**src/rtl/fp_pkg.sv**
```systemverilog
// ----------------------------------------------------------------------------
// fp_pkg
// Shared types and helpers for the fixed-point dot-product engine.
//   dot_state_t : engine FSM states
//   max_of(w)   : largest signed value representable in w bits
//   min_of(w)   : smallest signed value representable in w bits
//   sat_to(v,w) : clamp a wide signed value into the signed w-bit range
//   sat_hit(v,w): 1 when sat_to(v,w) had to clamp
// All helpers work on 64-bit signed values so that any operand/accumulator
// width up to 63 bits can share them.
// ----------------------------------------------------------------------------
package fp_pkg;

   typedef enum logic [1:0] {
      IDLE  = 2'd0,
      ACCUM = 2'd1,
      DRAIN = 2'd2,
      DONE  = 2'd3
   } dot_state_t;

   function automatic logic signed [63:0] max_of(input int w);
      return (64'sd1 <<< (w - 1)) - 64'sd1;
   endfunction

   function automatic logic signed [63:0] min_of(input int w);
      return -(64'sd1 <<< (w - 1));
   endfunction

   function automatic logic signed [63:0] sat_to(input logic signed [63:0] v,
                                                 input int w);
      if (v > max_of(w)) return max_of(w);
      if (v < min_of(w)) return min_of(w);
      return v;
   endfunction

   function automatic logic sat_hit(input logic signed [63:0] v, input int w);
      return (v > max_of(w)) || (v < min_of(w));
   endfunction

endpackage

```
**src/rtl/fp_mult.sv**
```systemverilog
// ----------------------------------------------------------------------------
// fp_mult
// Combinational signed Qm.f multiplier with round-half-up.
//   a, b : signed n-bit operands, f fractional bits
//   p    : signed n-bit product, (a*b + 2**(f-1)) >>> f, wrapped to n bits
// The wrap is intentional: the only case that leaves the range at the
// default format is MIN*MIN, which the caller detects and replaces.
// ----------------------------------------------------------------------------
module fp_mult #(
   parameter int n = 8,
   parameter int f = 7
) (
   input  logic signed [n-1:0] a,
   input  logic signed [n-1:0] b,
   output logic signed [n-1:0] p
);

   localparam logic signed [2*n-1:0] HALF =
      (f > 0) ? ((2*n)'(1) <<< (f - 1)) : '0;

   logic signed [2*n-1:0] full;
   logic signed [2*n-1:0] rounded;

   always_comb begin
      full    = a * b;
      rounded = (full + HALF) >>> f;
      p       = n'(rounded);
   end

endmodule

```
**src/rtl/fp_dot_acc.sv**
```systemverilog
// ----------------------------------------------------------------------------
// fp_dot_acc
// Streaming fixed-point dot-product engine.
//   clk, rst   : clock (rising edge), asynchronous active-high reset
//   start, len : begin a job of len pairs (sampled in IDLE only)
//   in_valid/in_ready, a, b : operand pair stream
//   out_valid/out_ready, result, overflow : one saturated result per job
//   busy       : high in every state except IDLE
// Handshake: a beat moves on a rising edge where valid && ready are both
// high. A source holds valid and its payload until that edge; ready never
// depends on valid combinationally. out_valid, result and overflow stay put
// until the result beat is taken.
// Pipeline: each accepted pair is multiplied into p_reg, and p_reg is added
// into the guard-bit accumulator the following cycle. DRAIN folds in the
// last product and registers the clamped result, giving a 2-cycle latency
// from the last input beat to out_valid.
// ----------------------------------------------------------------------------
module fp_dot_acc
   import fp_pkg::*;
#(
   parameter int n     = 8,
   parameter int f     = 7,
   parameter int LEN_W = 8,
   parameter int G     = 4
) (
   input  logic                 clk,
   input  logic                 rst,
   input  logic                 start,
   input  logic [LEN_W-1:0]     len,
   input  logic                 in_valid,
   output logic                 in_ready,
   input  logic signed [n-1:0]  a,
   input  logic signed [n-1:0]  b,
   output logic                 out_valid,
   input  logic                 out_ready,
   output logic signed [n-1:0]  result,
   output logic                 overflow,
   output logic                 busy
);

   localparam int ACC_W = n + G;
   localparam logic signed [n-1:0] MAX_N = n'(max_of(n));
   localparam logic signed [n-1:0] MIN_N = n'(min_of(n));

   dot_state_t state, state_next;

   logic [LEN_W-1:0]        len_q;
   logic [LEN_W-1:0]        count;
   logic signed [ACC_W-1:0] acc;
   logic signed [n-1:0]     p_reg;
   logic                    p_vld;

   logic signed [n-1:0]     mult_p;
   logic signed [n-1:0]     p_in;
   logic                    corner;
   logic                    in_xfer;
   logic                    out_xfer;
   logic                    last_xfer;

   logic signed [63:0]      acc_sum;
   logic signed [ACC_W-1:0] acc_next;
   logic                    acc_clamp;
   logic signed [n-1:0]     res_next;
   logic                    res_clamp;

   fp_mult #(.n(n), .f(f)) u_mult (
      .a (a),
      .b (b),
      .p (mult_p)
   );

   // MIN*MIN in Q1.(n-1) is +1.0, which fp_mult wraps back to MIN; replace
   // it with the closest representable value and flag it.
   always_comb begin
      corner = (a == MIN_N) && (b == MIN_N) && (f == n - 1);
      p_in   = corner ? MAX_N : mult_p;
   end

   always_comb begin
      in_xfer   = in_valid && in_ready;
      out_xfer  = out_valid && out_ready;
      last_xfer = in_xfer && (count == len_q - 1'b1);
   end

   // Accumulator add and both saturation stages.
   always_comb begin
      acc_sum   = 64'($signed(acc)) + (p_vld ? 64'($signed(p_reg)) : 64'sd0);
      acc_next  = ACC_W'(sat_to(acc_sum, ACC_W));
      acc_clamp = sat_hit(acc_sum, ACC_W);
      res_next  = n'(sat_to(64'($signed(acc_next)), n));
      res_clamp = sat_hit(64'($signed(acc_next)), n);
   end

   // FSM: state register
   always_ff @(posedge clk or posedge rst) begin
      if (rst) state <= IDLE;
      else     state <= state_next;
   end

   // FSM: next state
   always_comb begin
      state_next = state;
      case (state)
         IDLE:  if (start) state_next = (len == '0) ? DONE : ACCUM;
         ACCUM: if (last_xfer) state_next = DRAIN;
         DRAIN: state_next = DONE;
         DONE:  if (out_xfer) state_next = IDLE;
         default: state_next = IDLE;
      endcase
   end

   // FSM: outputs (state-decoded, so reset clears them immediately)
   always_comb begin
      in_ready  = (state == ACCUM);
      out_valid = (state == DONE);
      busy      = (state != IDLE);
   end

   // Datapath: length counter, product register, accumulator, result.
   always_ff @(posedge clk or posedge rst) begin
      if (rst) begin
         len_q    <= '0;
         count    <= '0;
         acc      <= '0;
         p_reg    <= '0;
         p_vld    <= 1'b0;
         result   <= '0;
         overflow <= 1'b0;
      end else begin
         case (state)
            IDLE: begin
               p_vld <= 1'b0;
               if (start) begin
                  len_q    <= len;
                  count    <= '0;
                  acc      <= '0;
                  result   <= '0;
                  overflow <= 1'b0;
               end
            end
            ACCUM: begin
               acc <= acc_next;
               if (p_vld && acc_clamp) overflow <= 1'b1;
               if (in_xfer) begin
                  p_reg <= p_in;
                  p_vld <= 1'b1;
                  count <= count + 1'b1;
                  if (corner) overflow <= 1'b1;
               end else begin
                  p_vld <= 1'b0;
               end
            end
            DRAIN: begin
               acc    <= acc_next;
               result <= res_next;
               p_vld  <= 1'b0;
               if (acc_clamp || res_clamp) overflow <= 1'b1;
            end
            default: ;
         endcase
      end
   end

endmodule

```
**config.mk**
```make
export PLATFORM = sky130hd
export DESIGN_NAME = fp_dot_acc
export DESIGN_NICKNAME = d
export VERILOG_FILES = /design/src/rtl/fp_pkg.sv /design/src/rtl/fp_mult.sv /design/src/rtl/fp_dot_acc.sv
export SDC_FILE = /design/constraint.sdc
export NUM_CORES = 1
export LEC_CHECK = 0
export ABC_AREA = 0
export CORE_UTILIZATION = 50
export DETAILED_ROUTE_END_ITERATION = 10
export PLACE_DENSITY = 0.68
export SLEW_MARGIN = 20
export SYNTH_ARGS = -nofsm -noshare
export SYNTH_HDL_FRONTEND = slang
export SYNTH_SLANG_ARGS = --single-unit
```
**constraint.sdc**
```tcl
create_clock -name clk -period 15.12 [get_ports clk]
set_clock_uncertainty 0.1 [all_clocks]
set_input_delay 3.024 -clock clk [delete_from_list [all_inputs] [get_ports clk]]
set_output_delay 3.024 -clock clk [all_outputs]
set_load 0.01 [all_outputs]
```
==> results of run 1 <==
==> stage by stage <==
stage	std cells	hold WS [ps]
2_1_floorplan	686	341.6
3_3_place_gp	846	372.6
3_5_place_dp	846	378.4
4_1_cts	854	393.7
5_1_grt	854	436.5
6_report	854	391.5
==> synthesized netlist by cell type (all sizes together), types with 3 or more instances <==
library cell  count
a211oi            3
nor2             27
and3              6
mux2i             5
xor2             14
o22a              7
nor4             15
or4               4
o41ai             3
clkbuf           20
dfrtp            48
a21oi            42
a31oi             5
nand2            66
mux2              8
a221o             8
and2             44
o21ai            34
fa               52
nand2b           15
nor3              9
or2               3
buf               7
ha               58
nand3            15
nand3b            4
inv              61
o2111ai           4
a21boi            3
xnor2            26
nand4            13
a21o             14
o21a              6
or3               6
==> worst max-delay path, cell delays in order <==
cell and delay [ps]:
clkdlybuf4s50_1 590, and2_1 280, fa_1 420, inv_1 90, fa_1 410, fa_1 470
fa_1 540, inv_1 40, ha_1 270, a21oi_1 290, o211ai_1 190, a31oi_1 280
o21ba_2 170, xor2_1 140, o21ai_0 90
==> power groups by stage <==
stage / clock (mW) / combinational, mW / sequential (mW)
after floorplan: 0 / 0.730 / 0.228
after global placement: 0 / 0.890 / 0.250
after detailed placement: 0 / 0.911 / 0.253
after CTS: 0.132 / 0.917 / 0.251
after global routing: 0.138 / 1.03 / 0.261
final: 0.130 / 0.914 / 0.252
==> area by class of cell <==
cell class	count	share of cell area [%]
Tap cell	147	2.724
Sequential cell	48	17.79
Timing Repair Buffer	40	5.930
Inverter	61	3.410
Multi-Input combinational cell	550	67.59
Clock buffer	5	1.853
Clock inverter	3	0.7042
==> metal layers <==
| metal | vias up | wire (um) | global-route usage [%] |
|---|---|---|---|
| met5 | - | 0 | 0 |
| met4 | 0 | 139 | 4.356 |
| met3 | 11 | 345 | 2.700 |
| met2 | 67 | 6612 | 40.37 |
| met1 | 2506 | 6229 | 30.57 |
| li1 | 2432 | - | - |
==> kinds of logic after synthesis <==
| logic type | share of synthesized area (%) |
|---|---|
| muxes | 2.294 |
| DFF | 19.66 |
| adders and majority gates | 28.92 |
| buffers and inverters | 5.633 |
| and+or+nand+nor | 21.20 |
| xor gates and xnor gates | 5.735 |
| AOI/OAI and AO/OA | 16.55 |
==> path summary, 6_finish.rpt <==
| path | start | end | slack (ps) | depth (start not counted) |
|---|---|---|---|---|
| min in group asynchronous | rst | result[0] | 3090 | 2 |
| max in group asynchronous | rst | state[0] | 11340 | 2 |
| min reg2reg | acc[3] | acc[3] | 390 | 2 |
| max | b[4] | p_reg[6] | 7880 | 15 |
| max reg2reg | p_vld | result[1] | 8930 | 19 |
| min | acc[3] | acc[3] | 390 | 2 |
==> impl_metrics.json, run 1 <==
{
  "diodes": 0,
  "ys_seq_area_share_pct": 19.66,
  "post_cts_resized": 0,
  "post-route-util_pct": 56.44,
  "core_mm2": 0.01196,
  "netlist.area_leader.share_pct": 19.66,
  "regMostFlops": "acc",
  "fin_tns_setup_ps": 0,
  "p_clk_share_pct": 10.0,
  "fill_cells": 1080,
  "hold_buffers": 0,
  "swShare_pct": 48.02,
  "grt_pass1_wl_um": 23740,
  "layout_commonest_cell": "nand2_1",
  "place_congestion": 0.8777,
  "setup_viol": 0,
  "drc": 0,
  "dr.pass1.iters": 5,
  "die_y_um": 112.5,
  "crit_required_ps": 15190,
  "clock_latency_ps": 300,
  "fin_nets": 845,
  "clockBufferDepth": 2,
  "cap_violations": 0,
  "p_leak_nw": 3.094,
  "cp-start-kind": "input port",
  "netSwitchingPower_mw": 0.6224,
  "initial_utilization_pct": 51.07,
  "path_class": "in2reg",
  "grt_pass1_vias": 5122,
  "worstMarginPinSlew_ps": 836.4,
  "portBuffers": 40,
  "cts_root_buffer": "clkbuf_16",
  "clkTransAtPathRegs_ps": 70,
  "power.total_mw": 1.296,
  "end_kind": "flop",
  "htreeDepth": 2,
  "synth-edff-count": 0,
  "rsz0062_at_grt": "no",
  "vias_per_cell": 5.874,
  "seq_area_mm2": 0.001201,
  "critPathMaxFanout": 9,
  "post-route-cell-area_mm2": 0.006751,
  "synth_top_cells_by_area": "dfrtp_1, fa_1, ha_1",
  "antenna_found_initial": 0,
  "worstPathArrival_ps": 7320,
  "synth_area_per_cell_um2": 8.904,
  "fin_crit_ps": 7242,
  "vdd_drop_max_uv": 115.3,
  "synthCells": 686,
  "p_int_mw": 0.6737,
  "track_usage_pct": 22.92,
  "syn_area_mm2": 0.006108,
  "synthArstFlopShare_pct": 100.0,
  "p_per_area_mw_per_mm2": 192.0,
  "finalMaxSlewViolations": 0,
  "wl_um": 13330,
  "post_cts_buffers": 0,
  "multiInputGateArea_mm2": 0.004563,
  "synth-seq-cells": 48,
  "drt-initial-drc-count": 336,
  "synth_fp_nets": 825,
  "drtAntennaViolNets": 0,
  "slew-limit-headroom_pct": 44.11,
  "rows": 40,
  "fin_crit_sh_pct": 47.89,
  "synthFlopType": "dfrtp_1",
  "hold_viol": 0,
  "placed_area_mm2": 0.006578,
  "die_w_um": 112.5,
  "seqPwrFrac_pct": 19.5,
  "status": "completed",
  "wl_per_cell_um": 15.61,
  "largest_reg_flops": 12,
  "design.die.area_mm2": 0.01266,
  "grt_start_max_net_pins": 49,
  "setup_ws_ps": 7878,
  "hp-class": "reg2reg",
  "grt_overflow": 0,
  "dp_slack_ps": 7586,
  "yosys.area.top_type": "dfrtp_1",
  "drive_gt1_share_pct": 4.809,
  "timing.fmax_mhz": 138.1,
  "dp_hpwl_um": 10770,
  "comb_power_share_pct": 70.5,
  "numCtsBuffers": 5,
  "ys_warn_count": 0,
  "syn_to_final_growth_pct": 10.53,
  "via_count": 5016,
  "numClockSinks": 48,
  "cts_tree": "built",
  "layout_common_cells": "nand2_1, inv_1, ha_1, fa_1, dfrtp_1",
  "synth_cell_type_count": 70,
  "io_pins": 41
}
Note: power is estimated with default switching activity, not from simulation.
==> run 2: changes to the inputs <==
- PLACE_DENSITY: 0.68 -> 0.71
- clock period: 15.12 -> 6.65 ns (I/O delays scaled with it)
==> run 2 against run 1 <==
Compared with the run above: critical path depth up 4; worst hold slack better by 3.5 ps; via count down 0.74%; first-iteration DRC count up 40%; combinational power up 130%; global-route usage up 0.15 points.
==> impl_metrics.json, run 2 (same netlist as run 1, synthesis figures left out) <==
{
  "status": "completed",
  "setup_ws_ps": 905.3,
  "worstMarginPinSlew_ps": 852.4,
  "netSwitchingPower_mw": 1.406,
  "worstPathArrival_ps": 5820,
  "cp-start-kind": "flop",
  "dr.pass1.iters": 5,
  "finalMaxSlewViolations": 0,
  "p_int_mw": 1.501,
  "fin_tns_setup_ps": 0,
  "seq_area_mm2": 0.001201,
  "wl_um": 13590,
  "rows": 40,
  "rr_startpoint": "p_vld",
  "grt_pass1_vias": 5089,
  "r2r_cells": 19,
  "layout_commonest_cell": "nand2_1",
  "worstHoldStart": "acc[4]",
  "wl_per_cell_um": 15.93,
  "cts_root_buffer": "clkbuf_16",
  "track_usage_pct": 23.07,
  "cap_violations": 0,
  "rsz0062_at_grt": "no",
  "numClockSinks": 48,
  "design.die.area_mm2": 0.01266,
  "hold_depth": 2,
  "clock_latency_ps": 290,
  "crit_buf_inv": 0,
  "fin_crit_ps": 5745,
  "core_mm2": 0.01196,
  "hold_buffers": 0,
  "critPathTopFamily": "simple AND/OR/NAND/NOR gates",
  "cp_common_cell": "ha_1",
  "dp_slack_ps": 695.3,
  "fill_cells": 1073,
  "timing.fmax_mhz": 174.1,
  "fin_crit_sh_pct": 86.39,
  "post_cts_buffers": 0,
  "comb_power_share_pct": 71.2,
  "grt_overflow": 0,
  "htreeDepth": 2,
  "layout_common_cells": "nand2_1, inv_1, ha_1, fa_1, dfrtp_1",
  "slew-limit-headroom_pct": 43.11,
  "clkTransAtPathRegs_ps": 70,
  "swShare_pct": 48.36,
  "drc": 0,
  "reg2reg_slack_ps": 910,
  "crit_required_ps": 6730,
  "setup_viol": 0,
  "initial_utilization_pct": 51.07,
  "end_kind": "flop",
  "seqPwrFrac_pct": 19.8,
  "drive_gt1_share_pct": 4.674,
  "dp_hpwl_um": 10810,
  "multiInputGateArea_mm2": 0.004563,
  "p_leak_nw": 3.083,
  "worstReg2RegEnd": "result[4]",
  "portBuffers": 40,
  "place_congestion": 0.9306,
  "slowest_delay_ps": 580,
  "cts_tree": "built",
  "grt_start_max_net_pins": 49,
  "antenna_found_initial": 0,
  "numCtsBuffers": 5,
  "clockBufferDepth": 2,
  "die_w_um": 112.5,
  "path_class": "reg2reg",
  "die_y_um": 112.5,
  "hp-class": "reg2reg",
  "drt-initial-drc-count": 470,
  "critPathSlowestCell": "dfrtp_1",
  "syn_to_final_growth_pct": 10.12,
  "hold_viol": 0,
  "post_cts_resized": 0,
  "p_per_area_mw_per_mm2": 432.3,
  "vias_per_cell": 5.837,
  "grt_pass1_wl_um": 24010,
  "largest_reg_flops": 12,
  "critPathMaxFanout": 19,
  "regMostFlops": "acc",
  "fin_nets": 845,
  "whs_endpoint": "acc[4]",
  "io_pins": 41,
  "drtAntennaViolNets": 0,
  "vdd_drop_max_uv": 266.6,
  "via_count": 4979,
  "worstPathCellList": "and2_1 -> ha_1 -> fa_1 -> a211o_2 -> nand4_4 -> nand3_1 -> a21oi_1 -> a21oi_1 -> ha_1 -> nand2b_1 -> ha_1 -> nor4_1 -> nand4_1 -> nor4_1 -> o2111ai_1 -> or3_1 -> or4_4 -> nor3b_4 -> a221o_1",
  "p_clk_share_pct": 9.0,
  "diodes": 0
}
[run 2: changes by cell type in the layout (fill, tap and decap cells not counted)]
cell | before | now
clkbuf_8 | 0 | 1
clkinv_4 | 2 | 1
bufinv_16 | 1 | 0
[run 2: through the flow]
stage	std cells	power (mW)	hold WS, ps	cell area, um2	util (%)
2_1_floorplan	686	2.177	341.6	6108	-
3_3_place_gp	846	2.572	376.6	6578	54.99
3_5_place_dp	846	2.639	381.3	6578	54.99
4_1_cts	853	2.909	399.0	6725	56.22
5_1_grt	853	3.219	428.3	6726	56.23
6_report	853	2.908	395.1	6726	56.23
[run 2: power by group through the flow]
stage	clock network (mW)	registers (mW)	logic, mW
3_5_place_dp	0	0.577	2.06
3_3_place_gp	0	0.575	2.00
4_1_cts	0.258	0.573	2.08
6_report	0.261	0.576	2.07
5_1_grt	0.272	0.597	2.35
2_1_floorplan	0	0.517	1.66
[run 2: how the worst max path moves through the flow]
stage | from | endpoint | slack (ps) | cells after the start
global route | p_vld | result[4] | 500 | 19
CTS | p_vld | result[4] | 940 | 19
finish | p_vld | result[4] | 910 | 19
detailed placement | b[2] | p_reg[5] | 700 | 14
global placement | b[2] | p_reg[6] | 820 | 14
floorplan | p_vld | result[1] | 1380 | 21
[run 2: cell type report]
cell class / instances / area share [%]
Inverter: 61 / 3.423
Sequential cell: 48 / 17.86
Multi-Input combinational cell: 550 / 67.84
Clock inverter: 1 / 0.1302
Tap cell: 147 / 2.734
Timing Repair Buffer: 40 / 5.952
Clock buffer: 6 / 2.065
[run 2: metal layers]
layer	GRT usage, %	up-vias	routed length [um]	share of wire (%)
li1	-	2434	-	-
met1	31.08	2467	6198	46
met2	41.66	70	7024	52
met3	1.890	8	286	2.1
met4	2.756	0	76	0.56
met5	0	-	0	0
[run 2: worst reg2reg max path, cell delays in order, from the launching register on]
cell	delay, ps
dfrtp_1	580
and2_1	270
ha_1	220
fa_1	440
a211o_2	360
nand4_4	150
nand3_1	90
a21oi_1	470
a21oi_1	90
ha_1	200
nand2b_1	150
ha_1	310
nor4_1	260
nand4_1	140
nor4_1	230
o2111ai_1	160
or3_1	380
or4_4	570
nor3b_4	200
a221o_1	270
